File: config.mk
export PLATFORM = sky130hd
export DESIGN_NAME = instr_mem_arbiter_flat
export DESIGN_NICKNAME = d
export VERILOG_FILES = /design/src/rtl/instr_arb_pkg.sv /design/src/rtl/instr_mem_arbiter_if.sv /design/src/rtl/owner_fifo.sv /design/src/rtl/instr_mem_arbiter.sv /design/src/flat_wrapper.sv
export SDC_FILE = /design/constraint.sdc
export NUM_CORES = 1
export LEC_CHECK = 0
export CELL_PAD_IN_SITES_DETAIL_PLACEMENT = 1
export CELL_PAD_IN_SITES_GLOBAL_PLACEMENT = 2
export CORE_ASPECT_RATIO = 1.4
export CORE_MARGIN = 5
export CORE_UTILIZATION = 10
export DETAILED_ROUTE_END_ITERATION = 16
export GPL_ROUTABILITY_DRIVEN = 0
export PLACE_DENSITY_LB_ADDON = 0.1
export SLEW_MARGIN = 20
export SYNTH_ARGS = -nofsm -noshare
export SYNTH_HDL_FRONTEND = slang
export SYNTH_SLANG_ARGS = --single-unit
File: constraint.sdc
create_clock -name clk -period 2.1 [get_ports clk]
set_input_delay 0.21 -clock clk [delete_from_list [all_inputs] [get_ports clk]]
set_output_delay 0.21 -clock clk [all_outputs]
set_load 0.1 [all_outputs]
File: src/rtl/instr_arb_pkg.sv
// Shared constants and types for the dual-core instruction memory arbiter.
package instr_arb_pkg;

    localparam int unsigned ADDR_W = 32;
    localparam int unsigned DATA_W = 32;

    localparam logic REQ_C0 = 1'b0;
    localparam logic REQ_C1 = 1'b1;

    typedef enum logic {
        ARB_OPEN   = 1'b0,
        ARB_LOCKED = 1'b1
    } arb_state_e;

endpackage

File: src/rtl/instr_mem_arbiter_if.sv
// Instruction fetch port: request/grant address phase plus in-order rvalid data phase.
interface instr_mem_arbiter_if;
    import instr_arb_pkg::*;

    logic              instr_req;
    logic [ADDR_W-1:0] instr_adr;
    logic              instr_gnt;
    logic              instr_rvalid;
    logic [DATA_W-1:0] instr_read;

    modport master (
        output instr_req,
        output instr_adr,
        input  instr_gnt,
        input  instr_rvalid,
        input  instr_read
    );

    modport slave (
        input  instr_req,
        input  instr_adr,
        output instr_gnt,
        output instr_rvalid,
        output instr_read
    );

endinterface

File: src/rtl/owner_fifo.sv
// 1-bit synchronous FIFO recording which core owns each outstanding memory request.
module owner_fifo #(
    parameter int unsigned DEPTH = 2
) (
    input  logic clk,
    input  logic res_n,
    input  logic push,
    input  logic pop,
    input  logic din,
    output logic dout,
    output logic full,
    output logic empty
);

    localparam int unsigned PTR_W = (DEPTH > 1) ? $clog2(DEPTH) : 1;
    localparam int unsigned CNT_W = $clog2(DEPTH) + 1;

    logic [DEPTH-1:0] mem_q, mem_d;
    logic [PTR_W-1:0] wr_ptr_q, wr_ptr_d;
    logic [PTR_W-1:0] rd_ptr_q, rd_ptr_d;
    logic [CNT_W-1:0] cnt_q, cnt_d;

    function automatic logic [PTR_W-1:0] next_ptr(input logic [PTR_W-1:0] ptr);
        return (ptr == PTR_W'(DEPTH - 1)) ? '0 : ptr + PTR_W'(1);
    endfunction

    always_comb begin
        mem_d    = mem_q;
        wr_ptr_d = wr_ptr_q;
        rd_ptr_d = rd_ptr_q;
        cnt_d    = cnt_q;
        if (push) begin
            mem_d[wr_ptr_q] = din;
            wr_ptr_d        = next_ptr(wr_ptr_q);
        end
        if (pop) begin
            rd_ptr_d = next_ptr(rd_ptr_q);
        end
        case ({push, pop})
            2'b10:   cnt_d = cnt_q + CNT_W'(1);
            2'b01:   cnt_d = cnt_q - CNT_W'(1);
            default: cnt_d = cnt_q;
        endcase
    end

    always_ff @(posedge clk or negedge res_n) begin
        if (!res_n) begin
            mem_q    <= '0;
            wr_ptr_q <= '0;
            rd_ptr_q <= '0;
            cnt_q    <= '0;
        end else begin
            mem_q    <= mem_d;
            wr_ptr_q <= wr_ptr_d;
            rd_ptr_q <= rd_ptr_d;
            cnt_q    <= cnt_d;
        end
    end

    assign dout  = mem_q[rd_ptr_q];
    assign full  = (cnt_q == CNT_W'(DEPTH));
    assign empty = (cnt_q == '0);

endmodule

File: src/rtl/instr_mem_arbiter.sv
// Round-robin arbiter sharing one memory instruction port between two core caches;
// an ungranted request locks the selection, and an owner FIFO routes responses back.
module instr_mem_arbiter
    import instr_arb_pkg::*;
#(
    parameter int unsigned MAX_OUTSTANDING = 2
) (
    input  logic                clk,
    input  logic                res_n,
    instr_mem_arbiter_if.slave  c0,
    instr_mem_arbiter_if.slave  c1,
    instr_mem_arbiter_if.master mem,
    output logic                spurious_rvalid
);

    arb_state_e state_q, state_d;
    logic       lock_id_q, lock_id_d;
    logic       prio_q, prio_d;
    logic       spurious_q, spurious_d;

    logic sel;
    logic sel_req;
    logic mem_req;
    logic grant;
    logic fifo_push, fifo_pop, fifo_head, fifo_full, fifo_empty;

    // Selection and next-state; reset gating keeps memory request low while res_n is asserted.
    always_comb begin
        sel        = REQ_C0;
        sel_req    = 1'b0;
        state_d    = state_q;
        lock_id_d  = lock_id_q;
        prio_d     = prio_q;
        spurious_d = spurious_q;

        if (state_q == ARB_LOCKED) begin
            sel     = lock_id_q;
            sel_req = (lock_id_q == REQ_C1) ? c1.instr_req : c0.instr_req;
        end else if (c0.instr_req && c1.instr_req) begin
            sel     = prio_q;
            sel_req = 1'b1;
        end else if (c1.instr_req) begin
            sel     = REQ_C1;
            sel_req = 1'b1;
        end else begin
            sel     = REQ_C0;
            sel_req = c0.instr_req;
        end

        mem_req   = res_n & sel_req & ~fifo_full;
        grant     = mem_req & mem.instr_gnt;
        fifo_push = grant;
        fifo_pop  = mem.instr_rvalid & ~fifo_empty;

        if (grant) begin
            state_d = ARB_OPEN;
            prio_d  = ~sel;
        end else if (mem_req) begin
            state_d   = ARB_LOCKED;
            lock_id_d = sel;
        end

        if (mem.instr_rvalid && fifo_empty) begin
            spurious_d = 1'b1;
        end
    end

    always_ff @(posedge clk or negedge res_n) begin
        if (!res_n) begin
            state_q    <= ARB_OPEN;
            lock_id_q  <= REQ_C0;
            prio_q     <= REQ_C0;
            spurious_q <= 1'b0;
        end else begin
            state_q    <= state_d;
            lock_id_q  <= lock_id_d;
            prio_q     <= prio_d;
            spurious_q <= spurious_d;
        end
    end

    owner_fifo #(
        .DEPTH (MAX_OUTSTANDING)
    ) u_owner_fifo (
        .clk   (clk),
        .res_n (res_n),
        .push  (fifo_push),
        .pop   (fifo_pop),
        .din   (sel),
        .dout  (fifo_head),
        .full  (fifo_full),
        .empty (fifo_empty)
    );

    assign mem.instr_req = mem_req;
    assign mem.instr_adr = !mem_req        ? '0 :
                           (sel == REQ_C1) ? c1.instr_adr : c0.instr_adr;

    assign c0.instr_gnt    = grant & (sel == REQ_C0);
    assign c1.instr_gnt    = grant & (sel == REQ_C1);
    assign c0.instr_rvalid = fifo_pop & (fifo_head == REQ_C0);
    assign c1.instr_rvalid = fifo_pop & (fifo_head == REQ_C1);
    assign c0.instr_read   = res_n ? mem.instr_read : '0;
    assign c1.instr_read   = res_n ? mem.instr_read : '0;

    assign spurious_rvalid = spurious_q;

endmodule

File: src/flat_wrapper.sv
// flat-port wrapper written by rule: the top's interface ports become plain ports
module instr_mem_arbiter_flat import instr_arb_pkg::*;
#(
    parameter int unsigned MAX_OUTSTANDING = 2
)
  (clk, res_n, spurious_rvalid, c0_instr_req, c0_instr_adr, c0_instr_gnt, c0_instr_rvalid, c0_instr_read, c1_instr_req, c1_instr_adr, c1_instr_gnt, c1_instr_rvalid, c1_instr_read, mem_instr_req, mem_instr_adr, mem_instr_gnt, mem_instr_rvalid, mem_instr_read);
  instr_mem_arbiter_if c0_i ();
  instr_mem_arbiter_if c1_i ();
  instr_mem_arbiter_if mem_i ();
  input  logic clk;
  input  logic res_n;
  output logic spurious_rvalid;
  input wire logic [$bits(c0_i.instr_req)-1:0] c0_instr_req;
  input wire logic [$bits(c0_i.instr_adr)-1:0] c0_instr_adr;
  output wire logic [$bits(c0_i.instr_gnt)-1:0] c0_instr_gnt;
  output wire logic [$bits(c0_i.instr_rvalid)-1:0] c0_instr_rvalid;
  output wire logic [$bits(c0_i.instr_read)-1:0] c0_instr_read;
  input wire logic [$bits(c1_i.instr_req)-1:0] c1_instr_req;
  input wire logic [$bits(c1_i.instr_adr)-1:0] c1_instr_adr;
  output wire logic [$bits(c1_i.instr_gnt)-1:0] c1_instr_gnt;
  output wire logic [$bits(c1_i.instr_rvalid)-1:0] c1_instr_rvalid;
  output wire logic [$bits(c1_i.instr_read)-1:0] c1_instr_read;
  output wire logic [$bits(mem_i.instr_req)-1:0] mem_instr_req;
  output wire logic [$bits(mem_i.instr_adr)-1:0] mem_instr_adr;
  input wire logic [$bits(mem_i.instr_gnt)-1:0] mem_instr_gnt;
  input wire logic [$bits(mem_i.instr_rvalid)-1:0] mem_instr_rvalid;
  input wire logic [$bits(mem_i.instr_read)-1:0] mem_instr_read;
  assign c0_i.instr_req = c0_instr_req;
  assign c0_i.instr_adr = c0_instr_adr;
  assign c0_instr_gnt = c0_i.instr_gnt;
  assign c0_instr_rvalid = c0_i.instr_rvalid;
  assign c0_instr_read = c0_i.instr_read;
  assign c1_i.instr_req = c1_instr_req;
  assign c1_i.instr_adr = c1_instr_adr;
  assign c1_instr_gnt = c1_i.instr_gnt;
  assign c1_instr_rvalid = c1_i.instr_rvalid;
  assign c1_instr_read = c1_i.instr_read;
  assign mem_instr_req = mem_i.instr_req;
  assign mem_instr_adr = mem_i.instr_adr;
  assign mem_i.instr_gnt = mem_instr_gnt;
  assign mem_i.instr_rvalid = mem_instr_rvalid;
  assign mem_i.instr_read = mem_instr_read;
  instr_mem_arbiter #(.MAX_OUTSTANDING(MAX_OUTSTANDING)) u_core (.clk(clk), .res_n(res_n), .c0(c0_i), .c1(c1_i), .mem(mem_i), .spurious_rvalid(spurious_rvalid));
endmodule
==> results.md <==
* First-pass GRT wire length at 13,100 um
* Max-Cap Viols at 0
* Total Power at 5.80 mW
* # diodes at 0
* Area growth syn-to-layout at 261%
* Max Fclk at 0.495 GHz
* Power Density at 1140 nW/um2
* DR WL/cell at 15.8 um
* Worst Setup Slack, final at 0.0791 ns
* Register area at 253 um2
* Critical R2R Launch: u_core.lock_id_q$_DFFE_PN0P_
* Reg power frac at 0.066
* Clock Latency Late Sink at 0.23 ns
* CTS clk-pin slew, worst paths at 0.04 ns
* Final setup fails at 0
* # rows at 51
* Pre-CTS setup slack at -0.0796 ns
* Slew @ Worst Pin at 0.636 ns
* Slew HR at 0.571
* Layout cells sized above 1 at 0.415
* Post-synthesis cell count at 220
* Port Buffer Count at 203
* Starting DRT DRC Count at 24
* Synth unique cells at 27
* Via/cell ratio at 3.67
* CP Capture Type: output port
* Vias in the first global route at 2,319
* Post-Syn Area per Cell at 6.41 um2
* R2R cell count at 7
* R2R setup slack at 0.31 ns
* Int Pwr at 2.40 mW
* Clock sink count at 10
* FF-to-FF End: u_core.u_owner_fifo.cnt_q[1]$_DFFE_PN0P_
* Router iterations before antenna repair at 4
* DRT antenna net count at 0
* Fin Hold WS at 0.451 ns
* Sw Ratio at 0.586
* Clock Skew at 0.00307 ns
* Inst Count DP at 578
* Ys Warns at 0
* Total number of vias at 2,156
* Initial antenna violation count at 0
* Routed Wire Length at 9280 um
* Crit-path max FO at 17
* Leak Pwr at 1.96 nW
* Final Net Count at 507
* H-Tree Depth at 1
* Total GRT Usage at 0.101
* TritonCTS Buffers at 3
* Area taken by multi-input logic gates at 1220 um2
* Status: finished clean
* Initial Util at 0.101
* Fin crit share at 0.962
* Full die area at 16,600 um2
* # hold bufs at CTS at 0
* CTS Buffer Depth at 2
* Die H at 151 um
* Core Box Area at 13,900 um2
* Post-Layout Cell Count at 587
* I/O Pins at 204
* Critical path class: reg -> out
* RSZ-0062 raised after global routing: false
* Layout fillers at 1,539
* Root Buffer: clkbuf_16
* Hold Path Class: in -> async
* GRT Residual Overflow at 0
* Clock share of power at 0.056
* CP startpoint: u_core.state_q$_DFFE_PN0P_
* Detailed placer's ending HPWL at 8070 um
* Post-synth design cell area at 1410 um2
* CP arrival at 1.81 ns
* Part of the Yosys area used for sequential elements at 0.177
* Final Hold Viols at 0
* Final-report max-slew violation count at 0
* CTS tree: yes
* Power share of the combinational group at 0.878
* Largest net degree at the start of global routing at 36
* Minimum clock period at 2.02 ns
* P_sw at 3.40 mW
* Maximum vdd ir drop at 0.528 mV
* # DRC at 0
* Worst Setup Start Kind: flip-flop
* Die Wd at 110 um
* Post-synthesis register bit count at 10
* Synthesized Nets at 323
* TNS Setup at 0 ns
* CP required at 1.89 ns
==> final cells by class <==
class / count / share of cell area
Clock buffer: 3 / 0.0148
Inverter: 3 / 0.00271
Multi-Input combinational cell: 162 / 0.240
Sequential cell: 10 / 0.0497
Tap cell: 185 / 0.0455
Timing Repair Buffer: 224 / 0.648
==> registers in the layout (all words and copies together), names as in the netlist <==
name                          flops
u_core.u_owner_fifo.wr_ptr_q      1
u_core.u_owner_fifo.cnt_q         2
u_core.prio_q                     1
u_core.state_q                    1
u_core.spurious_rvalid            1
u_core.lock_id_q                  1
u_core.u_owner_fifo.rd_ptr_q      1
u_core.u_owner_fifo.mem_q         2
==> power groups by stage <==
| stage | Combinational (mW) | Sequential (mW) | Clock (mW) |
|---|---|---|---|
| after floorplan | 3.18 | 0.349 | 0 |
| after global routing | 5.34 | 0.399 | 0.345 |
| after detailed placement | 4.99 | 0.379 | 0 |
| after CTS | 5.08 | 0.380 | 0.333 |
| final | 5.09 | 0.383 | 0.325 |
| after global placement | 4.96 | 0.373 | 0 |
==> how the worst max path moves through the flow <==
| stage | cells past startpoint | slack [ns] | endpoint |
|---|---|---|---|
| after floorplan | 3 | -0.46 | mem_instr_adr[28] |
| after global placement | 8 | -0.03 | mem_instr_adr[5] |
| after global routing | 6 | 0.0004 | mem_instr_adr[15] |
| after CTS | 7 | 0.03 | mem_instr_adr[9] |
| final | 6 | 0.08 | mem_instr_adr[28] |
| after detailed placement | 8 | -0.08 | mem_instr_adr[26] |
==> layer usage <==
layer | track usage | wire length [um] | up-vias
met5 | 0 | 0 | -
met4 | 0.0129 | 41 | 0
met3 | 0.0390 | 1160 | 2
met2 | 0.198 | 4930 | 140
met1 | 0.101 | 3150 | 973
li1 | - | - | 1041
==> worst max-delay path, stage by stage, from the launching register on <==
cell and delay [ns]:
dfrtp_2 0.43, nand2b_1 0.21, o21ai_4 0.23, buf_12 0.19
nand2_1 0.06, a21oi_1 0.24, buf_12 0.21
==> kinds of logic after synthesis <==
family | count (synthesis) | share of synthesized area
compound gates | 47 | 0.192
xor+xnor | 5 | 0.0311
fa+ha+maj | 1 | 0.00887
buf+inv | 48 | 0.224
flops | 10 | 0.177
mux | 1 | 0.00710
simple gates | 108 | 0.360
==> cells in the mapped netlist (all sizes together) <==
cell | count | area share
a21o | 1 | 0.0053
o2111ai | 1 | 0.011
buf | 42 | 0.21
clkbuf | 3 | 0.0080
dfrtp | 10 | 0.18
nor2 | 5 | 0.013
o21a | 2 | 0.011
a21boi | 1 | 0.0053
o21ai | 4 | 0.017
xor2 | 1 | 0.0062
nand2b | 2 | 0.0089
a41oi | 1 | 0.0062
a31oi | 2 | 0.0089
ha | 1 | 0.0089
nand2 | 66 | 0.18
mux2i | 1 | 0.0071
inv | 3 | 0.0098
nor2b | 2 | 0.0089
xnor2 | 4 | 0.025
o31ai | 2 | 0.011
and2 | 32 | 0.14
or3b | 1 | 0.0062
a21oi | 33 | 0.12
==> cells in the final DEF (no fill, tap or decap), types with 3 or more instances in the layout <==
cell / instances
buf_12: 107
dfrtp_1: 8
and2_1: 32
nor2_1: 3
xnor2_1: 4
clkbuf_16: 4
nand2_1: 65
o21ai_0: 3
buf_4: 14
a21oi_4: 29
clkdlybuf4s50_1: 100
==> through the flow <==
stage,utilization,area [um2]
global placement,0.352,4900
global route,0.366,5080
CTS,0.362,5030
detailed placement,0.352,4900
finish,0.366,5080
floorplan,-,1760
==> repair_timing <==
action | CTS | global route
hold endpoints to repair | 0 | 0
buffers inserted | 3 | 2
cloned | 0 | 1
gates resized for setup | 4 | 4
setup endpoints to repair | 16 | 23
pin swaps | 1 | 1
(Power assumes the default switching activity.)
==> RTL edit 1 (same flow settings) <==
The package constant `DATA_W` goes from 32 to 24.
--- a/src/rtl/instr_arb_pkg.sv
+++ b/src/rtl/instr_arb_pkg.sv
@@ -2,7 +2,7 @@
 package instr_arb_pkg;
 
     localparam int unsigned ADDR_W = 32;
-    localparam int unsigned DATA_W = 32;
+    localparam int unsigned DATA_W = 24;
 
     localparam logic REQ_C0 = 1'b0;
     localparam logic REQ_C1 = 1'b1;
Interface: changed (resized c0_instr_read, c1_instr_read and mem_instr_read); port bits go from 204 to 180. The function was not compared with the original's and may differ.
==> RTL edit 1 against the unedited design <==
Sequential cell count unchanged. Sequential share of layout area increased by 0.49 points. Routed wire length decreased by 13%. Worst setup slack got worse by 0.0051 ns. Synthesized cell count decreased by 7.7%. Cell area decreased by 9.9%. Die area decreased by 7.5%. Area after synthesis decreased by 8.1%. Count of clock-buffer cells in the layout increased by 1. Total power decreased by 3.5%. Largest cell class unchanged.
==> RTL edit 1: results <==
[placed_design]
dpl_worst_slack_ns = -0.0117
io_buffers = 179
dp_hpwl_mm = 6.83
place_area_um2 = 4410

[route]
wl_met1_mm = 2.86
met3_length_um = 910
drt_iter0_markers = 30
routed_wl_mm = 8.08
viasPerCell = 3.86
wl_met2_mm = 4.25

[global_route]
grt_pass1_wl_mm = 11.6
grt_pass1_vias = 2132
grt_max_degree = 37
use_met3_pct = 3.46
grtUsageTotal_pct = 9.52
met1_usage_pct = 10.5

[critical_path]
crit_family = "buffers and inverters"
cp_max_fo = 8
arrival_ns = 1.82
critPathSlowestCell = "dfrtp_1"

[power]
powerSeq_mw = 0.379
switching_power_mw = 3.27
leakagePower_nw = 1.76
peakVddDrop_v = 0.000603
powerClk_mw = 0.379

[cells_and_area]
layout-drive-gt1-share_pct = 40.4
nNetsFinal = 462

[run_status]
status = "complete, no violations"

[synth]
synth_cell_types = 27
syn_nets = 298
synth_commonest_cells = "nand2_1 (65), a21oi_1 (33), and2_1 (24), buf_4 (24)"
ys_seq_area_share_pct = 19.3
synth_area_leaders = "dfrtp_1 (19%), nand2_1 (19%), buf_4 (14%)"

[sta]
whs_ns = 0.450
clock_skew_ns = 0.00134
relSlewSlack_pct = 61.6

[hold_path]
hp-class = "register to register"
[RTL edit 1: cell families (layout without fill, tap and decap cells)]
| group | after synthesis | count (layout) | share of synthesized area (%) |
|---|---|---|---|
| AO/OA/AOI/OAI | 47 | 47 | 20.8 |
| XOR/XNOR | 5 | 5 | 3.38 |
| adder cells (fa/ha/maj) | 1 | 1 | 0.965 |
| buffers and inverters | 39 | 202 | 19.4 |
| flip-flops | 10 | 10 | 19.3 |
| multiplexers | 1 | 1 | 0.772 |
| AND/OR/NAND/NOR | 100 | 100 | 35.3 |
[RTL edit 1: worst max-delay path by stage]
| stage | from | to | slack (ns) | cells past startpoint |
|---|---|---|---|---|
| after floorplan | u_core.state_q | mem_instr_adr[28] | -0.46 | 3 |
| after global placement | c0_instr_req | mem_instr_adr[5] | 0.02 | 8 |
| after detailed placement | c0_instr_req | mem_instr_adr[26] | -0.01 | 8 |
| after CTS | c0_instr_req | mem_instr_adr[13] | 0.001 | 8 |
| after global routing | u_core.state_q | mem_instr_adr[2] | 0.007 | 6 |
| final | u_core.lock_id_q | mem_instr_adr[26] | 0.07 | 6 |
[RTL edit 1: repair_timing]
action                                  in CTS  in global routing
resized for setup                            1                  6
hold buffers                                 0                  0
cloned                                       0                  1
buffers inserted                             1                  3
pin swaps                                    1                  1
endpoints found under the setup margin      15                 33
[RTL edit 1: cell type report]
cell class              count  area [µm²]
repair buffers            195        2870
fillers                  1399        8230
clock buffers               4        88.8
multi-input cells         154        1170
flip-flops and latches     10         250
well taps                 153         191
inverters                   3        13.8
[RTL edit 1: through the flow]
| step | utilization, % | cells |
|---|---|---|
| floorplan | - | 203 |
| detailed placement | 34.4 | 510 |
| global placement | 34.4 | 510 |
| global route | 35.7 | 519 |
| finish | 35.7 | 519 |
| CTS | 35.2 | 515 |
